### src/rtl/lbus_crypto_pkg.sv
// Shared address map, CONT bit positions and sizing constants for the
// lbus_crypto_regs local-bus slave.
package lbus_crypto_pkg;

  localparam logic [15:0] CONT_ADDR  = 16'h0002;
  localparam logic [15:0] KEY_BASE   = 16'h0100;
  localparam logic [15:0] ITEXT_BASE = 16'h0140;
  localparam logic [15:0] OTEXT_BASE = 16'h0180;
  localparam logic [15:0] VER_ADDR   = 16'hFFFC;

  localparam int CONT_DATA_BIT = 0;
  localparam int CONT_KEY_BIT  = 1;
  localparam int CONT_CRST_BIT = 2;

  localparam int NWORDS   = 8;
  localparam int CRST_LEN = 4;

  // Every 128-bit register bank occupies an 8-word aligned window.
  function automatic logic in_block(input logic [15:0] addr, input logic [15:0] base);
    return addr[15:3] == base[15:3];
  endfunction

endpackage

### src/rtl/lbus_wr_strobe.sv
// Registers the active-low write strobe and emits a single-cycle commit on
// its low->high transition, so a long low pulse still commits only once.
module lbus_wr_strobe (
  input  logic clk,
  input  logic rst,
  input  logic wrn_i,
  output logic wr_commit_o
);

  logic wrn_q;

  // Resets to the idle-high level so leaving reset never looks like a rising edge.
  always_ff @(posedge clk or posedge rst) begin
    if (rst) wrn_q <= 1'b1;
    else     wrn_q <= wrn_i;
  end

  assign wr_commit_o = ~wrn_q & wrn_i;

endmodule

### src/rtl/lbus_crypto_regs.sv
// Local-bus register slave for the block-cipher core: KEY/ITEXT/OTEXT banks,
// CONT control/status and krdy/drdy handshake. Optional LBUS_TRIG_OUT_EN adds a capture trigger.
module lbus_crypto_regs
  import lbus_crypto_pkg::*;
#(
  parameter logic [15:0] VERSION_ID = 16'hC310,
  parameter bit          CLR_OTEXT  = 1'b1
) (
  input  logic         clk,
  input  logic         rst,
  input  logic [15:0]  lbus_a,
  input  logic [15:0]  lbus_di,
  input  logic         lbus_wrn,
  input  logic         lbus_rdn,
  output logic [15:0]  lbus_do,
  output logic [127:0] blk_kin,
  output logic [127:0] blk_din,
  output logic         blk_krdy,
  output logic         blk_drdy,
  input  logic         blk_kvld,
  input  logic         blk_dvld,
  input  logic [127:0] blk_dout,
  output logic         blk_rstn,
  output logic         trig_out
);

  logic        wr_commit;
  logic [15:0] key_q   [NWORDS];
  logic [15:0] key_d   [NWORDS];
  logic [15:0] itext_q [NWORDS];
  logic [15:0] itext_d [NWORDS];
  logic [15:0] otext_q [NWORDS];
  logic [15:0] otext_d [NWORDS];
  logic        kbusy_q, kbusy_d, dbusy_q, dbusy_d;
  logic        krdy_q, krdy_d, drdy_q, drdy_d;
  logic [2:0]  crst_q, crst_d;
  logic [15:0] do_q, do_d, rd_word;
  logic [2:0]  widx;
  logic        cont_wr, idle, key_go, data_go, crst_go;

  lbus_wr_strobe u_wr_strobe (
    .clk         (clk),
    .rst         (rst),
    .wrn_i       (lbus_wrn),
    .wr_commit_o (wr_commit)
  );

  assign widx    = lbus_a[2:0];
  assign cont_wr = wr_commit && (lbus_a == CONT_ADDR);
  assign idle    = ~kbusy_q & ~dbusy_q;
  // Core reset dominates; with both start bits set the key start wins.
  assign crst_go = cont_wr & lbus_di[CONT_CRST_BIT];
  assign key_go  = cont_wr & ~lbus_di[CONT_CRST_BIT] & idle & lbus_di[CONT_KEY_BIT];
  assign data_go = cont_wr & ~lbus_di[CONT_CRST_BIT] & idle & ~lbus_di[CONT_KEY_BIT]
                 & lbus_di[CONT_DATA_BIT];
  assign blk_rstn = (crst_q == 3'd0);

  always_comb begin
    rd_word = '0;
    if (lbus_a == CONT_ADDR)               rd_word = {13'b0, ~blk_rstn, dbusy_q, kbusy_q};
    else if (in_block(lbus_a, KEY_BASE))   rd_word = key_q[widx];
    else if (in_block(lbus_a, ITEXT_BASE)) rd_word = itext_q[widx];
    else if (in_block(lbus_a, OTEXT_BASE)) rd_word = otext_q[widx];
    else if (lbus_a == VER_ADDR)           rd_word = VERSION_ID;
  end

  always_comb begin
    key_d   = key_q;
    itext_d = itext_q;
    otext_d = otext_q;
    kbusy_d = kbusy_q & ~blk_kvld;
    dbusy_d = dbusy_q & ~blk_dvld;
    krdy_d  = key_go;
    drdy_d  = data_go;
    crst_d  = (crst_q != 3'd0) ? crst_q - 3'd1 : 3'd0;
    if (wr_commit && in_block(lbus_a, KEY_BASE))   key_d[widx]   = lbus_di;
    if (wr_commit && in_block(lbus_a, ITEXT_BASE)) itext_d[widx] = lbus_di;
    if (key_go) kbusy_d = 1'b1;
    if (data_go) begin
      dbusy_d = 1'b1;
      if (CLR_OTEXT) for (int i = 0; i < NWORDS; i++) otext_d[i] = '0;
    end
    if (crst_go) begin
      crst_d  = 3'(CRST_LEN);
      kbusy_d = 1'b0;
      dbusy_d = 1'b0;
    end
    // A fresh ciphertext overrides the start-time clear.
    if (blk_dvld) for (int i = 0; i < NWORDS; i++) otext_d[i] = blk_dout[127-16*i -: 16];
    do_d = lbus_rdn ? 16'h0000 : rd_word;
  end

  always_ff @(posedge clk or posedge rst) begin
    if (rst) begin
      for (int i = 0; i < NWORDS; i++) begin
        key_q[i]   <= '0;
        itext_q[i] <= '0;
        otext_q[i] <= '0;
      end
      kbusy_q <= 1'b0;
      dbusy_q <= 1'b0;
      krdy_q  <= 1'b0;
      drdy_q  <= 1'b0;
      crst_q  <= 3'd0;
      do_q    <= '0;
    end else begin
      key_q   <= key_d;
      itext_q <= itext_d;
      otext_q <= otext_d;
      kbusy_q <= kbusy_d;
      dbusy_q <= dbusy_d;
      krdy_q  <= krdy_d;
      drdy_q  <= drdy_d;
      crst_q  <= crst_d;
      do_q    <= do_d;
    end
  end

  always_comb begin
    blk_kin = '0;
    blk_din = '0;
    for (int i = 0; i < NWORDS; i++) begin
      blk_kin[127-16*i -: 16] = key_q[i];
      blk_din[127-16*i -: 16] = itext_q[i];
    end
  end

  assign lbus_do  = do_q;
  assign blk_krdy = krdy_q;
  assign blk_drdy = drdy_q;

`ifdef LBUS_TRIG_OUT_EN
  logic trig_q, trig_d;

  // High from the drdy cycle through the dvld cycle.
  always_comb begin
    trig_d = trig_q;
    if (blk_dvld) trig_d = 1'b0;
    if (data_go)  trig_d = 1'b1;
    if (crst_go)  trig_d = 1'b0;
  end

  always_ff @(posedge clk or posedge rst) begin
    if (rst) trig_q <= 1'b0;
    else     trig_q <= trig_d;
  end

  assign trig_out = trig_q;
`else
  assign trig_out = 1'b0;
`endif

endmodule

### config.mk
export PLATFORM = sky130hd
export DESIGN_NAME = lbus_crypto_regs
export DESIGN_NICKNAME = d
export VERILOG_FILES = /design/src/rtl/lbus_crypto_pkg.sv /design/src/rtl/lbus_wr_strobe.sv /design/src/rtl/lbus_crypto_regs.sv
export SDC_FILE = /design/constraint.sdc
export NUM_CORES = 1
export LEC_CHECK = 0
export BUFFER_PORTS_ARGS = -buffer_cell sky130_fd_sc_hd__buf_4
export CORE_MARGIN = 2
export CORE_UTILIZATION = 59
export DETAILED_ROUTE_END_ITERATION = 8
export MAX_ROUTING_LAYER = met4
export PLACE_DENSITY_LB_ADDON = 0.15
export SLEW_MARGIN = 20
export SYNTH_ARGS = -nofsm -noshare
export SYNTH_HDL_FRONTEND = slang
export SYNTH_HIERARCHICAL = 1
export SYNTH_SLANG_ARGS = --single-unit
### constraint.sdc
create_clock -name clk -period 16.4 [get_ports clk]
set_input_delay 0 -clock clk [delete_from_list [all_inputs] [get_ports clk]]
set_output_delay 0 -clock clk [all_outputs]
set_load 0.01 [all_outputs]
# Yosys cells after proc, flatten, opt, wreduce, memory -nomap -nowiden
# Cells that the tools add are included.
# op_classes
addsub	1
magnitude_cmp	2
n_eq_ne	5
mux	27
bitwise	19
reduce_logical	7
# op_table
op	n
$bwmux W128	2
$mux W128	2
$mux W16	13
$bmux W16 S3	3
$demux W16 S3	1
$eq A13 B6 Y1 const B	3
$eq A16 B16 Y1 const B	1
$eq A16 B2 Y1 const B	1
$and A1 B1 Y1	10
$not A1 Y1	8
$mux W3	2
$ge A4 B4 Y1 const B	1
$logic_and A1 B1 Y1	4
$lt A4 B1 Y1 const B	1
$mux W1	4
$not A3 Y4	1
$logic_not A3 Y1	1
$reduce_bool A3 Y1	1
$sub A3 B1 Y3 const B	1
$reduce_bool A2 Y1	1
# word_totals
ff_bits	408
input_bits	166
wordCells	92

# Depth between registers and ports, before layout
# depth
word_depth	9
mapped_depth	9
mapped_depth_nobuf	5

# By module
# Netlist, hierarchy kept.
# modules_own_cells
module	n_inst	cells_each	area_per_inst_um2	seq_area_each_um2
lbus_crypto_regs	1	1571	19140.9	10184.8
lbus_wr_strobe	1	3	43.8	26.3

# Worst setup path after synthesis
# OpenSTA, ideal clock, no wires.
# synth_path
path_type	input to register
from	input port lbus_a[10]
to	register itext_q, in the netlist blk_din[32]
setup_time_ns	0.125
t_arrival_ns	2.457
t_required_ns	16.275
path_slack_ns	13.818
path_stages	9
path_buffers	4
path_cell_list	or4_1 > buf_2 > or3_1 > buf_6 > or2_1 > buf_6 > nor4b_4 > buf_8 > mux2_4
# synth_via
elab_chain_cells	2
# synth_lines
element	line	rtl
start: declaration	lbus_crypto_regs.sv:11	input logic [15:0] lbus_a,
$eq A13 B6 Y1	lbus_crypto_pkg.sv:20	return addr[15:3] == base[15:3];
$logic_and A1 B1 Y1	lbus_crypto_regs.sv:77	if (wr_commit && in_block(lbus_a, ITEXT_BASE)) itext_d[widx] = lbus_di;
end signal: assignment	lbus_crypto_regs.sv:108	itext_q <= itext_d;
end: declaration	lbus_crypto_regs.sv:30	logic [15:0] itext_q [NWORDS];
# No other way between the ends.
# A chain may end at the register's enable or synchronous reset.

# Worst setup path after layout
# layout_path
from	input port lbus_a[0]
to	register otext_q[16] (netlist name)
# layout_via
elab_chain_cells	7
# layout_lines
element	line	rtl
$eq A16 B2 Y1	lbus_crypto_regs.sv:49	assign cont_wr = wr_commit && (lbus_a == CONT_ADDR);
$logic_and A1 B1 Y1	lbus_crypto_regs.sv:49	
$and A1 B1 Y1 (3 in series)	lbus_crypto_regs.sv:54	assign data_go = cont_wr & ~lbus_di[CONT_CRST_BIT] & idle & ~lbus_di[CONT_KEY_BIT]
$and A1 B1 Y1	lbus_crypto_regs.sv:55	& lbus_di[CONT_DATA_BIT];
$reduce_bool A2 Y1 (no line)	-	
end signal: assignment	lbus_crypto_regs.sv:109	otext_q <= otext_d;
end: declaration	lbus_crypto_regs.sv:32	logic [15:0] otext_q [NWORDS];
# No other way between the ends.

==> out/qor.csv <==
metric;value;unit
status;completed;
synthesis.instances;1574;
setup_viol;0;
ioPinCount;442;
setup.worst_path.start_class;input pin;
finalHoldViolations;0;
drt_pre_antenna_iters;5;
grt.total_usage;42.3;%
clock_tree.buffer_depth;3;
fp.coreArea;32300;um2
via_count;16200;
met3_usage;9.43;%
holdCritPathClass;input pin to flip-flop;
die_boundary_width;184;um
drtIter0Drc;1903;
synthAdderAreaFrac;0.130;%
layout.cells.most_common;buf_4;
htreeDepth;2;
worst_ep_arrival_time;3.34;ns
port_buffers;440;
final.min_clock_period;3.03;ns
critical_path_required;16.71;ns
fmax;331;MHz
pre_cts_slack;13.03;ns
grt_most_used_layer;met2;
grt_pass1_vias;16700;
globalRouteOverflowTotal;0;
worst_setup_hold_path_clk_slew;0.06;ns
worst-path-max-fanout;129;
die_h;184;um
maxSlewHeadroom;5.72;%
postCtsResizedCells;0;
post_synth_num_cell_types;62;
area_growth_syn_to_layout;33.9;%
route.antenna.remaining_nets;0;
synth-edff-count;0;
area_of_the_mapped_netlist;19200;um2
synth_xor_xnor_area_share;0;%
grt_util_met2;64.4;%
worstSetupPathType;input pin to flip-flop;
post_route_cells_drive_above_1_share;41.2;%
post_synth_mux_area_share;24.5;%
pwr_density_cell;88.8;nW/um2
grt_first_pass_wirelength;102000;um
cts_tree;built;
ys.flop_type;dfrtp_1;
max_cap_viol_count;0;
postSynthAreaPerCell;12.2;um2
fin_crit_sh;18.4;%
nets;2268;
final_critical_path_setup_slack;13.37;ns
grt_setup_unrepaired;no;
fin_setup_tns;0;ns
synth-compound-area-share;8.69;%
post-layout-total-power;2.28;mW
async_flop_share;100;%
design.die.area;34000;um2
gr-usage-met1;53.0;%
syn_nets;1742;
drc;0;
ys_seq_elements;408;
totalWireLength;69900;um
postCtsSetupRepairBufs;0;
synth_top_family_by_area;multiplexers;
numClockSinks;408;
layout_common_cells;456 x buf_4, 407 x dfrtp_1, 273 x mux2_2;
grt_antenna_before_repair;4;
cts-buffers-inserted;42;
final.setup_skew;0.0132;ns
vias_per_std_cell;6.31;
place.gp.congestion;0.941;
endpoint_kind;flip-flop;
floorplan.rows;66;
synth-simple-area-share;10.5;%
final-max-slew-violation-count;0;
vdd_ir_drop_max;0.0686;mV
total_leakage_power;12.7;nW
root_buffer;clkbuf_16;
start_util;59.4;%
sequential_fraction_of_the_synthesis_area;53.2;%
pin_count_of_the_biggest_net_entering_global_routing;178;
yosys_warnings;6;
clk-insertion-delay-late;0.54;ns
filler_cell_count_in_the_final_layout;1930;
worstMarginPinSlew;1.40;ns
cts_hold_buffers;150;
dpl.hpwl;44100;um
post_drt_wl_per_cell;27.1;um
per-layer routing:
layer | vias up | wire length, um | share of wire, %
li1 | 6719 | - | -
met1 | 8097 | 25600 | 37
met2 | 1110 | 32400 | 46
met3 | 322 | 7270 | 10
met4 | 0 | 4640 | 6.6
met5 | - | 0 | 0
power breakdown:
part / leakage, nW / switching, mW / internal, mW / total [mW]
logic: 6.47 / 0.124 / 0.0970 / 0.221
clock network: 0.718 / 0.399 / 0.608 / 1.01
registers: 5.47 / 0.0196 / 1.04 / 1.05
total: 12.7 / 0.543 / 1.74 / 2.28
worst max-delay path, stage by stage:
cell and delay [ns]:
buf_4 0.28, buf_4 0.41, nor2_1 0.50, nand3_1 0.29, nor2_1 0.28, and4b_4 0.25
buf_4 0.83, o21ai_0 0.40
cell families (layout without fill, tap and decap cells):
group | Yosys count | in the layout
muxes | 372 | 372
AOI/OAI and AO/OA | 275 | 275
adders and majority gates | 2 | 2
buffers and inverters | 138 | 695
and+or+nand+nor | 378 | 378
DFF | 408 | 408
other | 1 | 5
cells in the mapped netlist (all sizes together), types with 2 or more instances:
library cell / count / area, um2
nor2: 20 / 77.6
nand3b: 2 / 15.0
and3: 3 / 18.8
o32ai: 4 / 35.0
mux2: 286 / 3260
a22oi: 6 / 45.0
nand4b: 2 / 17.5
nor3: 8 / 40.0
or3: 3 / 18.8
a31oi: 7 / 43.8
nand3: 17 / 85.1
and2: 2 / 12.5
dfrtp: 407 / 10200
a221oi: 3 / 26.3
o31ai: 4 / 30.0
o22ai: 32 / 200
nand2: 149 / 559
mux2i: 40 / 400
and4b: 2 / 20.0
mux4: 46 / 1040
buf: 29 / 161
o21a: 7 / 52.6
o22a: 5 / 43.8
a21oi: 19 / 95.1
o221ai: 19 / 166
o21ai: 143 / 716
or4: 7 / 52.6
a211oi: 8 / 60.1
or2: 7 / 43.8
nor4: 9 / 101
ha: 2 / 25.0
clkbuf: 99 / 372
nor4b: 2 / 32.5
a21o: 2 / 15.0
a2bb2oi: 7 / 61.3
inv: 10 / 37.5
nor2b: 5 / 38.8
nand2b: 136 / 851
nand4: 3 / 18.8
final cells by class:
type                            instances  area, um2  area share, %
Tap cell                              442        553           2.15
Inverter                               10       45.0          0.175
Clock inverter                         10        150          0.584
Timing Repair Buffer                  610       4980           19.4
Multi-Input combinational cell       1028       8450           32.9
Antenna cell                            4       10.0         0.0390
Clock buffer                           65       1300           5.06
Sequential cell                       408      10200           39.7
stage by stage:
stage | instance area, um2 | cells | util (%) | hold slack (ns)
after floorplan | 19200 | 1574 | - | -0.110
after global routing | 25700 | 2577 | 79.6 | 0.0678
after CTS | 25700 | 2573 | 79.5 | 0.0205
after global placement | 22700 | 2348 | 70.3 | 0.0440
after detailed placement | 22700 | 2348 | 70.3 | 0.0467
final | 25700 | 2577 | 79.6 | 0.0253
path summary, 6_finish.rpt:
check                                  startpoint                 to  depth (start not counted)  slack, ns
worst max-delay path                    lbus_a[0]        otext_q[16]                          8      13.37
worst min-delay path                    lbus_a[7]           blk_drdy                          5       0.03
worst max register to register  u_wr_strobe/wrn_q       blk_din[112]                          4      13.48
worst min register to register          crst_q[0]          crst_q[0]                          1       0.50
max in group asynchronous                     rst        blk_din[82]                          5      13.82
min in group asynchronous                     rst  u_wr_strobe/wrn_q                          3       0.07
flip-flops by register name, indices dropped and copies added, names as in the netlist:
| name | flops |
|---|---|
| u_wr_strobe/wrn_q | 1 |
| blk_din | 128 |
| lbus_do | 16 |
| kbusy_q | 1 |
| crst_q | 3 |
| otext_q | 128 |
| blk_drdy | 1 |
| dbusy_q | 1 |
| blk_krdy | 1 |
| blk_kin | 128 |
Note: power is estimated with default switching activity, not from simulation.
